## src/rtl/vmem_scanout.sv

```systemverilog
// vmem_scanout: 640x480@60 raster scan-out of the shared video memory with registered sync/DE/RGB.
// Optional define VMEM_SCAN_SCALE_EN replicates each vmem pixel 2^SCALE_LOG2 x 2^SCALE_LOG2.
module vmem_scanout #(
  parameter int FB_W        = 160,
  parameter int FB_H        = 120,
  parameter int VMEM_ADDRW  = 15,
  parameter int VMEM_WDATAW = 3,
  parameter int SCALE_LOG2  = 2
) (
  input  logic                   clk_i,
  input  logic                   rst_ni,
  input  logic                   en_i,
  output logic [VMEM_ADDRW-1:0]  vmem_raddr_o,
  input  logic [VMEM_WDATAW-1:0] vmem_rdata_i,
  output logic                   hsync_o,
  output logic                   vsync_o,
  output logic                   de_o,
  output logic [VMEM_WDATAW-1:0] rgb_o,
  output logic                   frame_start_o
);

  localparam logic [9:0] H_ACT    = 10'd640;
  localparam logic [9:0] H_SYNC_S = 10'd656;
  localparam logic [9:0] H_SYNC_E = 10'd752;
  localparam logic [9:0] H_LAST   = 10'd799;
  localparam logic [9:0] V_ACT    = 10'd480;
  localparam logic [9:0] V_SYNC_S = 10'd490;
  localparam logic [9:0] V_SYNC_E = 10'd492;
  localparam logic [9:0] V_LAST   = 10'd524;

`ifdef VMEM_SCAN_SCALE_EN
  localparam int S = SCALE_LOG2;
`else
  localparam int S = 0 * SCALE_LOG2;
  localparam logic [9:0] WIN_W = 10'(FB_W);
  localparam logic [9:0] WIN_H = 10'(FB_H);
`endif

  // Low S bits of vcnt select the replicated row; line base steps when they roll over.
  localparam logic [9:0]            Y_MASK    = 10'((1 << S) - 1);
  localparam logic [VMEM_ADDRW-1:0] LINE_STEP = VMEM_ADDRW'(FB_W);

  typedef enum logic {
    ST_IDLE,
    ST_RUN
  } state_t;

  typedef struct packed {
    logic hsync_n;
    logic vsync_n;
    logic de;
    logic fs;
    logic win;
  } tim_t;

  localparam tim_t TIM_IDLE = '{hsync_n: 1'b1, vsync_n: 1'b1, de: 1'b0, fs: 1'b0, win: 1'b0};

  state_t                  state_q, state_d;
  logic [9:0]              hcnt_q, vcnt_q;
  logic [VMEM_ADDRW-1:0]   line_base_q;
  logic                    h_last, v_last, frame_end;
  tim_t                    s0, s1_q;
  logic [VMEM_ADDRW-1:0]   addr_s0;

  assign h_last    = (hcnt_q == H_LAST);
  assign v_last    = (vcnt_q == V_LAST);
  assign frame_end = h_last && v_last;

  // NOTE: clocked state uses non-blocking assignments so every register samples pre-edge values.
  always_ff @(posedge clk_i) begin
    if (!rst_ni) begin
      state_q <= ST_IDLE;
    end else begin
      state_q <= state_d;
    end
  end

  // NOTE: every output of a combinational block gets a default first, so no path infers a latch.
  always_comb begin
    state_d = state_q;
    case (state_q)
      ST_IDLE: if (en_i) state_d = ST_RUN;
      ST_RUN:  if (frame_end && !en_i) state_d = ST_IDLE;
      default: state_d = ST_IDLE;
    endcase
  end

  // Raster counters plus the running y*FB_W line base, all frozen at zero while idle.
  always_ff @(posedge clk_i) begin
    if (!rst_ni || state_q == ST_IDLE) begin
      hcnt_q      <= '0;
      vcnt_q      <= '0;
      line_base_q <= '0;
    end else if (h_last) begin
      hcnt_q <= '0;
      if (v_last) begin
        vcnt_q      <= '0;
        line_base_q <= '0;
      end else begin
        vcnt_q <= vcnt_q + 10'd1;
        if (((vcnt_q + 10'd1) & Y_MASK) == '0) begin
          line_base_q <= line_base_q + LINE_STEP;
        end
      end
    end else begin
      hcnt_q <= hcnt_q + 10'd1;
    end
  end

  // Stage 0: decode timing and window from the counters, form the read address.
  always_comb begin
    s0      = TIM_IDLE;
    addr_s0 = '0;
    if (state_q == ST_RUN) begin
      s0.hsync_n = !(hcnt_q >= H_SYNC_S && hcnt_q < H_SYNC_E);
      s0.vsync_n = !(vcnt_q >= V_SYNC_S && vcnt_q < V_SYNC_E);
      s0.de      = (hcnt_q < H_ACT) && (vcnt_q < V_ACT);
      s0.fs      = (hcnt_q == '0) && (vcnt_q == '0);
`ifdef VMEM_SCAN_SCALE_EN
      s0.win     = s0.de;
`else
      s0.win     = (hcnt_q < WIN_W) && (vcnt_q < WIN_H);
`endif
      if (s0.win) begin
        addr_s0 = line_base_q + VMEM_ADDRW'(hcnt_q >> S);
      end
    end
  end

  // Stage 1: address goes to vmem; timing flags wait alongside it.
  always_ff @(posedge clk_i) begin
    if (!rst_ni) begin
      s1_q         <= TIM_IDLE;
      vmem_raddr_o <= '0;
    end else begin
      s1_q         <= s0;
      vmem_raddr_o <= addr_s0;
    end
  end

  // Stage 2: vmem data is valid now; register everything to the pins together.
  always_ff @(posedge clk_i) begin
    if (!rst_ni) begin
      hsync_o       <= 1'b1;
      vsync_o       <= 1'b1;
      de_o          <= 1'b0;
      rgb_o         <= '0;
      frame_start_o <= 1'b0;
    end else begin
      hsync_o       <= s1_q.hsync_n;
      vsync_o       <= s1_q.vsync_n;
      de_o          <= s1_q.de;
      rgb_o         <= s1_q.win ? vmem_rdata_i : '0;
      frame_start_o <= s1_q.fs;
    end
  end

endmodule
```

## config.mk

```make
export PLATFORM = sky130hd
export DESIGN_NAME = vmem_scanout
export DESIGN_NICKNAME = d
export VERILOG_FILES = /design/src/rtl/vmem_scanout.sv
export SDC_FILE = /design/constraint.sdc
export NUM_CORES = 1
export LEC_CHECK = 0
export BUFFER_PORTS_ARGS = -buffer_cell sky130_fd_sc_hd__buf_2
export CAP_MARGIN = 20
export CORE_UTILIZATION = 51
export DETAILED_ROUTE_END_ITERATION = 12
export PLACE_DENSITY = 0.73
export SLEW_MARGIN = 5
export SYNTH_ARGS = -nofsm -noshare
export SYNTH_HDL_FRONTEND = slang
export SYNTH_SLANG_ARGS = --single-unit
```

## constraint.sdc

```tcl
create_clock -name clk_i -period 2.3 [get_ports clk_i]
set_input_delay 0.115 -clock clk_i [delete_from_list [all_inputs] [get_ports clk_i]]
set_output_delay 0.115 -clock clk_i [all_outputs]
set_load 0.01 [all_outputs]
```

==> results of run 1 <==
-- synthesized netlist by cell type --
cell	number	area (µm²)
dfxtp_1	58	1161
nor2_1	24	90.09
a21oi_1	19	95.09
nand2_1	18	67.56
or3_1	15	93.84
xnor2_1	13	113.9
and3_1	11	68.82
ha_1	11	137.6
nand3_1	11	55.05
o21ai_0	11	55.05
inv_1	9	33.78
clkbuf_1	8	30.03
nand4_1	7	43.79
nor4_1	7	43.79
or4_1	7	52.55
nor3_1	5	25.02
o31ai_1	5	37.54
xor2_1	5	43.79
and2_1	4	25.02
a21o_1	2	15.01
buf_2	2	10.01
buf_6	2	22.52
nand2b_1	2	12.51
nand3b_1	2	15.01
nor2b_1	2	12.51
nor4b_1	2	17.52
a2111oi_1	1	10.01
a211o_1	1	8.760
a211oi_1	1	7.510
and3b_1	1	8.760
and4_1	1	8.760
and4b_1	1	10.01
nand4b_1	1	8.760
o21a_1	1	7.510
o21ai_1	1	5.000
-- worst reg2reg max path, delay by kind of cell (launching register included) --
kind               cells  cell delay [ns]
DFF                    1             0.31
and+or+nand+nor        3             1.61
AOI/OAI and AO/OA      1             0.15
-- power groups by stage --
stage | Sequential (µW) | Clock (µW) | Combinational [µW]
detailed placement | 1040 | 0 | 52.4
global route | 1020 | 979 | 60.3
CTS | 1020 | 933 | 54.1
floorplan | 1040 | 0 | 25.9
finish | 1020 | 915 | 54.7
global placement | 1040 | 0 | 52.7
-- metal layers --
layer  global-route usage (%)  wire length, µm
met1                    27.62             2386
met4                    14.00              108
met2                    37.14             2518
met3                    5.485              316
met5                        0                0
-- through the flow --
step	cell area, µm²	std cells
2_1_floorplan	2454	271
3_3_place_gp	2719	355
3_5_place_dp	2719	355
4_1_cts	2920	370
5_1_grt	2920	370
6_report	2920	370
-- cell families after synthesis --
| family | Yosys count |
|---|---|
| AOI/OAI and AO/OA | 42 |
| xor gates and xnor gates | 18 |
| adders and majority gates | 11 |
| buffers and inverters | 21 |
| DFF | 58 |
| and+or+nand+nor | 121 |
-- flip-flops by register name, summed over array words and instances (netlist names) --
signal         count
de_o               1
hcnt_q            10
frame_start_o      1
line_base_q       10
vmem_raddr_o      15
vcnt_q            10
vsync_o            1
hsync_o            1
rgb_o              3
s1_q               5
state_q            1
-- layout make-up --
class                           count  area (µm²)
Inverter                            9       33.78
Clock buffer                       11       151.4
Multi-Input combinational cell    192        1196
Tap cell                           52       65.06
Fill cell                         374        1554
Timing Repair Buffer               45       272.8
Clock inverter                      3       40.04
Sequential cell                    58        1161
-- worst max-delay path by stage --
stage / start / end / slack [ns]
after floorplan: hcnt_q[5] / line_base_q[14] / 0.03
after global placement: hcnt_q[5] / line_base_q[14] / 0.24
after detailed placement: hcnt_q[5] / line_base_q[14] / 0.19
after CTS: hcnt_q[5] / line_base_q[14] / 0.16
after global routing: hcnt_q[1] / vcnt_q[9] / 0.05
final: hcnt_q[5] / line_base_q[14] / 0.17
==> results by group, run 1 <==
Setup path
  • Startpoint Class: register
  • Reg2reg path depth: 4
  • Crit path cell chain: or3_1, or4_1, or4_1, a21oi_1
  • R2R Path End: line_base_q[14]
  • Max incr delay on CP: 0.67 ns
  • Crit path depth: 4
  • CP Capture Type: register
  • Worst Path Max Fanout: 8
  • Critical path's top delay family: simple AND/OR/NAND/NOR gates
  • CP arrival: about 2.4 ns
  • CP Class: register to register
  • Worst R2R Start: hcnt_q[5]
  • Buf+Inv Stages, Crit Path: 0
  • Crit path top cell by count: or4_1
  • Critical path required time: 2.56 ns
  • Slowest CP cell: or4_1
  • R2R setup slack: 0.17 ns

Floorplanning
  • Num rows: 24
  • Initial cell density of the core: 54.84%
  • Die width: 71.36 µm
  • Die ar.: 0.005092 mm²
  • Top Ports: 28
  • DIE HEIGHT: 71.36 µm
  • Core Region: 0.004474 mm²

Clock tree
  • Clk root buf: clkbuf_8
  • Skew-Pair Late Insertion Delay: around 0.33 ns
  • PostCTS Resize Cnt: 0
  • H-tree depth: 3
  • CTS tree: built
  • Clk sinks: 58
  • Post-CTS Setup Repair Bufs: 0
  • CTS clk-pin slew, worst paths: 0.06 ns
  • CTS buffer count: 9
  • Hold_buf cts: 1
  • Worst-case clock buffer depth: 2

STA
  • Slew Limit Fails: 0
  • Hold slack: 0.01951 ns
  • RSZ-0062 raised after global routing: false
  • Worst slew pin tran: 0.4590 ns
  • Final setup margin: 0.1713 ns
  • Fin. Hold Viols: 0
  • Period utilization: 92.55%
  • Minimum clock period: 2.129 ns
  • TNS Setup: 0 ns
  • Slew Limit Headroom: 69.16%
  • Final Skew: 0.004152 ns
  • Max Clock Freq: 469.8 MHz
  • Final setup fails: 0

Routing
  • Drt total wl: 5.329 mm
  • Iteration-0 DRC Markers: 81
  • Drt wl/cell: 14.40 µm
  • Via/cell ratio: 5.654
  • Post-route ant nets: 0
  • DRC: 5
  • Vias: 2092
  • Number of iterations in the first detailed-routing pass: 8

Worst hold path
  • Worst hold path type: input port to register
  • Worst Hold End: rgb_o[1]
  • Hold Startpoint: vmem_rdata_i[1]
  • Hold depth: 2

Power and ir drop
  • Power Total: a little under 2000 µW
  • PwrDens: 681.3 mW/mm²
  • Psw: 411.3 µW
  • Leakage Power: 0.001187 µW
  • Clock power frac: between 40% and 50%
  • Sequential power share: 51.3%
  • Switch share: about a fifth
  • Internal power: 1578 µW
  • Gate power share: 2.7%
  • Peak supply drop: 0.4907 mV

Layout
  • Area grow syn2layout: 19.02%
  • Layout Utilization: 65.27%
  • Layout net count: 332
  • Share of layout cells above drive strength 1: 18.24%
  • Most common cell after layout, fill and taps aside: dfxtp_1
  • Antenna cells: 0
  • Most frequent cells in the layout: 58 x dfxtp_1, 27 x buf_2, 24 x nor2_1

Yosys
  • Net Count, Synth: between 200 and 300
  • Seq cells post-synth: 58
  • Area share of fa/ha/maj cells after synthesis: 5.609%
  • Syn Area/Cell: 9.054 µm²
  • Netlist area before placement: 0.002454 mm²
  • Post-synthesis simple-gate area fraction: between 20% and 30%
  • Yosys warns: 0
  • Multiplexer share of the synthesized area: 0%
  • Main combinational cell family by area after synthesis: simple AND/OR/NAND/NOR gates
  • Post-Synth XOR/XNOR Area: under 10%
  • Seq/Total Area, Yosys: 47.32%
  • Post-synthesis compound-gate area fraction: 9.842%
  • Syn Inst Count: 271
  • Post-synth cell types: 35

Placed design
  • Port buffer count: 27
  • Pre-CTS WS: 0.1913 ns
  • Final Wtd Congestion: approximately 0.9
  • Final HPWL from detailed placement: about 3.8 mm

Global route
  • Initial antenna violation count: 0
  • GRT Total Usage: 22.94%
  • Global route total overflow: 0
  • First-pass GRT wire length: 8.728 mm
  • Number of global-route vias before repair: 1933
  • Largest net degree at the start of global routing: 18

Run status
  • Status: finished, violations left
  • Failing checks: design-rule violations

Job
  • Max_cap viols: 0
(Power assumes the default switching activity.)
==> inputs of run 2 (changes only) <==
ABC_AREA = 1   (was not set)
CORE_UTILIZATION = 52   (was 51)
CTS_CLUSTER_SIZE = 30   (was not set)
PLACE_DENSITY = 0.74   (was 0.73)
==> results by group, run 2 <==
Global route
  • GRT Total Usage: 23.11% (+0.18 points)
  • First-pass GRT wire length: 9.287 mm (+6.4%)
  • Global route total overflow: 0 (unchanged)
  • Initial antenna violation count: 0 (unchanged)
  • Number of global-route vias before repair: 2114 (+9.4%)
  • Largest net degree at the start of global routing: 15 (-3)

Setup path
  • CP arrival: 1.94 ns (-0.45 ns)
  • Worst Path Max Fanout: 14 (+6)
  • Critical path required time: 2.51 ns (-0.05 ns)
  • Max incr delay on CP: 0.38 ns (-0.29 ns)
  • Worst R2R Start: hcnt_q[0]
  • Crit path from: hcnt_q[0]
  • R2R setup slack: 0.56 ns (+0.39 ns)
  • R2R Path End: vcnt_q[1]
  • Crit path cell chain: ha_1, nand2_2, nor2_4, nand2_2, nor2_4, nor2_4, inv_1, o21ai_0
  • Slowest CP cell: dfxtp_1
  • Startpoint Class: register
  • Reg2reg path depth: 8 (+4)
  • Crit path top cell by count: nor2_4
  • CP Class: register to register
  • CP Capture Type: register

Yosys
  • Post-synth cell types: 27 (-23%)
  • Yosys warns: 0 (unchanged)
  • Post-synthesis simple-gate area fraction: 35.64% (+8.8 points)
  • Area share of fa/ha/maj cells after synthesis: 5.145% (-0.46 points)
  • Area fraction of the dominant cell type after synthesis: 43.41% (-3.9 points)
  • Post-synth top area cell: dfxtp_1
  • Most frequent cell after synthesis: nand2_1
  • Post-Synth XOR/XNOR Area: 1.964% (-4.5 points)
  • Seq/Total Area, Yosys: 43.41% (-3.9 points)
  • Main combinational cell family by area after synthesis: simple AND/OR/NAND/NOR gates
  • Seq cells post-synth: 58 (unchanged)
  • Netlist area before placement: 0.002675 mm² (+9.0%)
  • Dominant cells by area after synthesis: dfxtp_1 43%, nand2_1 11%, nor2_1 8.8%
  • Net Count, Synth: 384 (+33%)
  • Commonest cells in the netlist: 78 x nand2_1, 63 x nor2_1, 58 x dfxtp_1
  • Post-synth EDFFs: 0 (unchanged)
  • Multiplexer share of the synthesized area: 0% (unchanged)
  • Post-synthesis compound-gate area fraction: 5.659% (-4.2 points)
  • FFs w/ async S/R, synth: 0% (unchanged)
  • Syn Area/Cell: 7.289 µm² (-19%)
  • Main synth FF type: dfxtp_1
  • Syn Inst Count: 367 (+35%)

Routing
  • Post-route ant nets: 0 (unchanged)
  • Drt total wl: 5.664 mm (+6.3%)
  • DRC: 0 (-5)
  • Via/cell ratio: 5.036 (-11%)
  • Drt wl/cell: 11.87 µm (-18%)
  • Top Layer Used: met4
  • Metal-1 WL: 2.591 mm (+8.6%)
  • Met3 Routed Length: 359 µm (+14%)
  • Vias: 2402 (+15%)
  • Iteration-0 DRC Markers: 159 (+96%)
  • Number of iterations in the first detailed-routing pass: 4 (-4)
  • Met2 WL: 2.571 mm (+2.1%)

Clock tree
  • Post-CTS Setup Repair Bufs: 0 (unchanged)
  • H-tree depth: 3 (unchanged)
  • Skew-Pair Late Insertion Delay: 0.33 ns (about the same)
  • Worst-case clock buffer depth: 2 (unchanged)
  • Clk sinks: 58 (unchanged)
  • CTS buffer count: 9 (unchanged)
  • Hold_buf cts: 3 (+2)
  • CTS tree: built
  • CTS clk-pin slew, worst paths: 0.07 ns (about the same)
  • Clk root buf: clkbuf_8
  • PostCTS Resize Cnt: 0 (unchanged)

Layout
  • Area grow syn2layout: 15.76%
  • Reg with most FFs: vmem_raddr_o
  • Antenna cells: 0 (unchanged)
  • Largest register FFs: 15 (unchanged)
  • Layout net count: 423 (+27%)
  • Post-route cell area: 0.003097 mm² (+6.0%)
  • Share of layout cells above drive strength 1: 15.12% (-3.1 points)
  • Most frequent cells in the layout: 78 x nand2_1, 63 x nor2_1, 58 x dfxtp_1
  • Most common cell after layout, fill and taps aside: nand2_1

Placed design
  • Final Wtd Congestion: 0.8585 (-1.8%)
  • Area after DPL: 0.002874 mm² (+5.7%)
  • Port buffer count: 27 (unchanged)
  • Final HPWL from detailed placement: 4.133 mm (+8.4%)

Floorplanning
  • Die width: 73.73 µm (+3.3%)
  • Initial cell density of the core: 55.17% (+0.34 points)
  • Num rows: 25 (+4.2%)
  • Core Region: 0.004848 mm² (+8.4%)
  • Top Ports: 28 (unchanged)
  • Die ar.: 0.005435 mm² (+6.7%)
  • DIE HEIGHT: 73.73 µm (+3.3%)

Worst hold path
  • Hold Startpoint: en_i
  • Hold depth: 3 (+1)
  • Worst Hold End: state_q
  • Worst hold path type: input port to register

STA
  • TNS Setup: 0 ns (unchanged)
  • Slew Limit Headroom: 64.73% (-4.4 points)
  • RSZ-0062 raised after global routing: false
  • Minimum clock period: 1.736 ns (-0.3929 ns)
  • Slew Limit Fails: 0 (unchanged)
  • Fin. Hold Viols: 0 (unchanged)
  • Final Skew: 0.006723 ns (+0.002571 ns)
  • Worst slew pin tran: 0.5242 ns (+0.06521 ns)
  • Final setup fails: 0 (unchanged)
  • Period utilization: 75.47% (-17 points)
  • Max Clock Freq: 576.1 MHz (+23%)

Power and ir drop
  • PwrDens: 647.4 mW/mm² (-5.0%)
  • Peak supply drop: 0.4734 mV (-3.5%)
  • Leakage Power: 0.001341 µW (+13%)

Job
  • Max_cap viols: 0 (unchanged)

Run status
  • Status: finished, final reports clean
==> run 2: power breakdown <==
group	switching (µW)	internal (µW)	total, µW
clock network	401	519	920
logic	42.6	23.6	66.3
registers	3.75	1020	1020
==> run 2: critical path: cells and delay by family, from the launching register on <==
| family | cells | cell delay [ns] |
|---|---|---|
| buffers and inverters | 1 | 0.21 |
| DFF | 1 | 0.38 |
| and+or+nand+nor | 5 | 0.65 |
| adders and majority gates | 1 | 0.24 |
| AOI/OAI and AO/OA | 1 | 0.13 |
==> run 2: worst max-delay path by stage <==
stage | slack [ns] | end
CTS | 0.58 | vcnt_q[1]
detailed placement | 0.60 | vcnt_q[1]
floorplan | 0.90 | vmem_raddr_o[9]
global route | 0.42 | vcnt_q[1]
finish | 0.56 | vcnt_q[1]
global placement | 0.66 | line_base_q[11]
==> run 2: metrics by stage <==
stage	hold WS, ns	utilization [%]	power [µW]	cells	worst slack (ns)
after floorplan	0.1837	-	1080	367	0.9028
after global placement	0.3337	59.28	1102	459	0.6611
after detailed placement	0.3363	59.28	1103	459	0.5961
after CTS	0.005642	63.87	2026	477	0.5791
after global routing	0.03758	63.87	2074	477	0.4212
final	0.02212	63.87	2005	477	0.5641
==> run 2: cell families after synthesis <==
kind of cell             count (synthesis)
AND/OR/NAND/NOR                        208
flip-flops                              58
buffers and inverters                   54
AO/OA/AOI/OAI                           30
adder cells (fa/ha/maj)                 11
XOR/XNOR                                 6
==> run 2: final cells by class <==
class                   instances  area [µm²]
clock buffers                  10       137.6
well taps                      67       83.83
clock inverters                 5       55.05
repair buffers                 31       172.7
inverters                      51       191.4
flip-flops and latches         58        1161
fillers                       431        1752
multi-input cells             255        1295
==> run 2: layer usage <==
metal,global-route usage (%),vias to the layer above
met4,12.39,0
li1,-,1248
met5,0,-
met3,4.801,16
met1,28.56,1063
met2,37.61,75
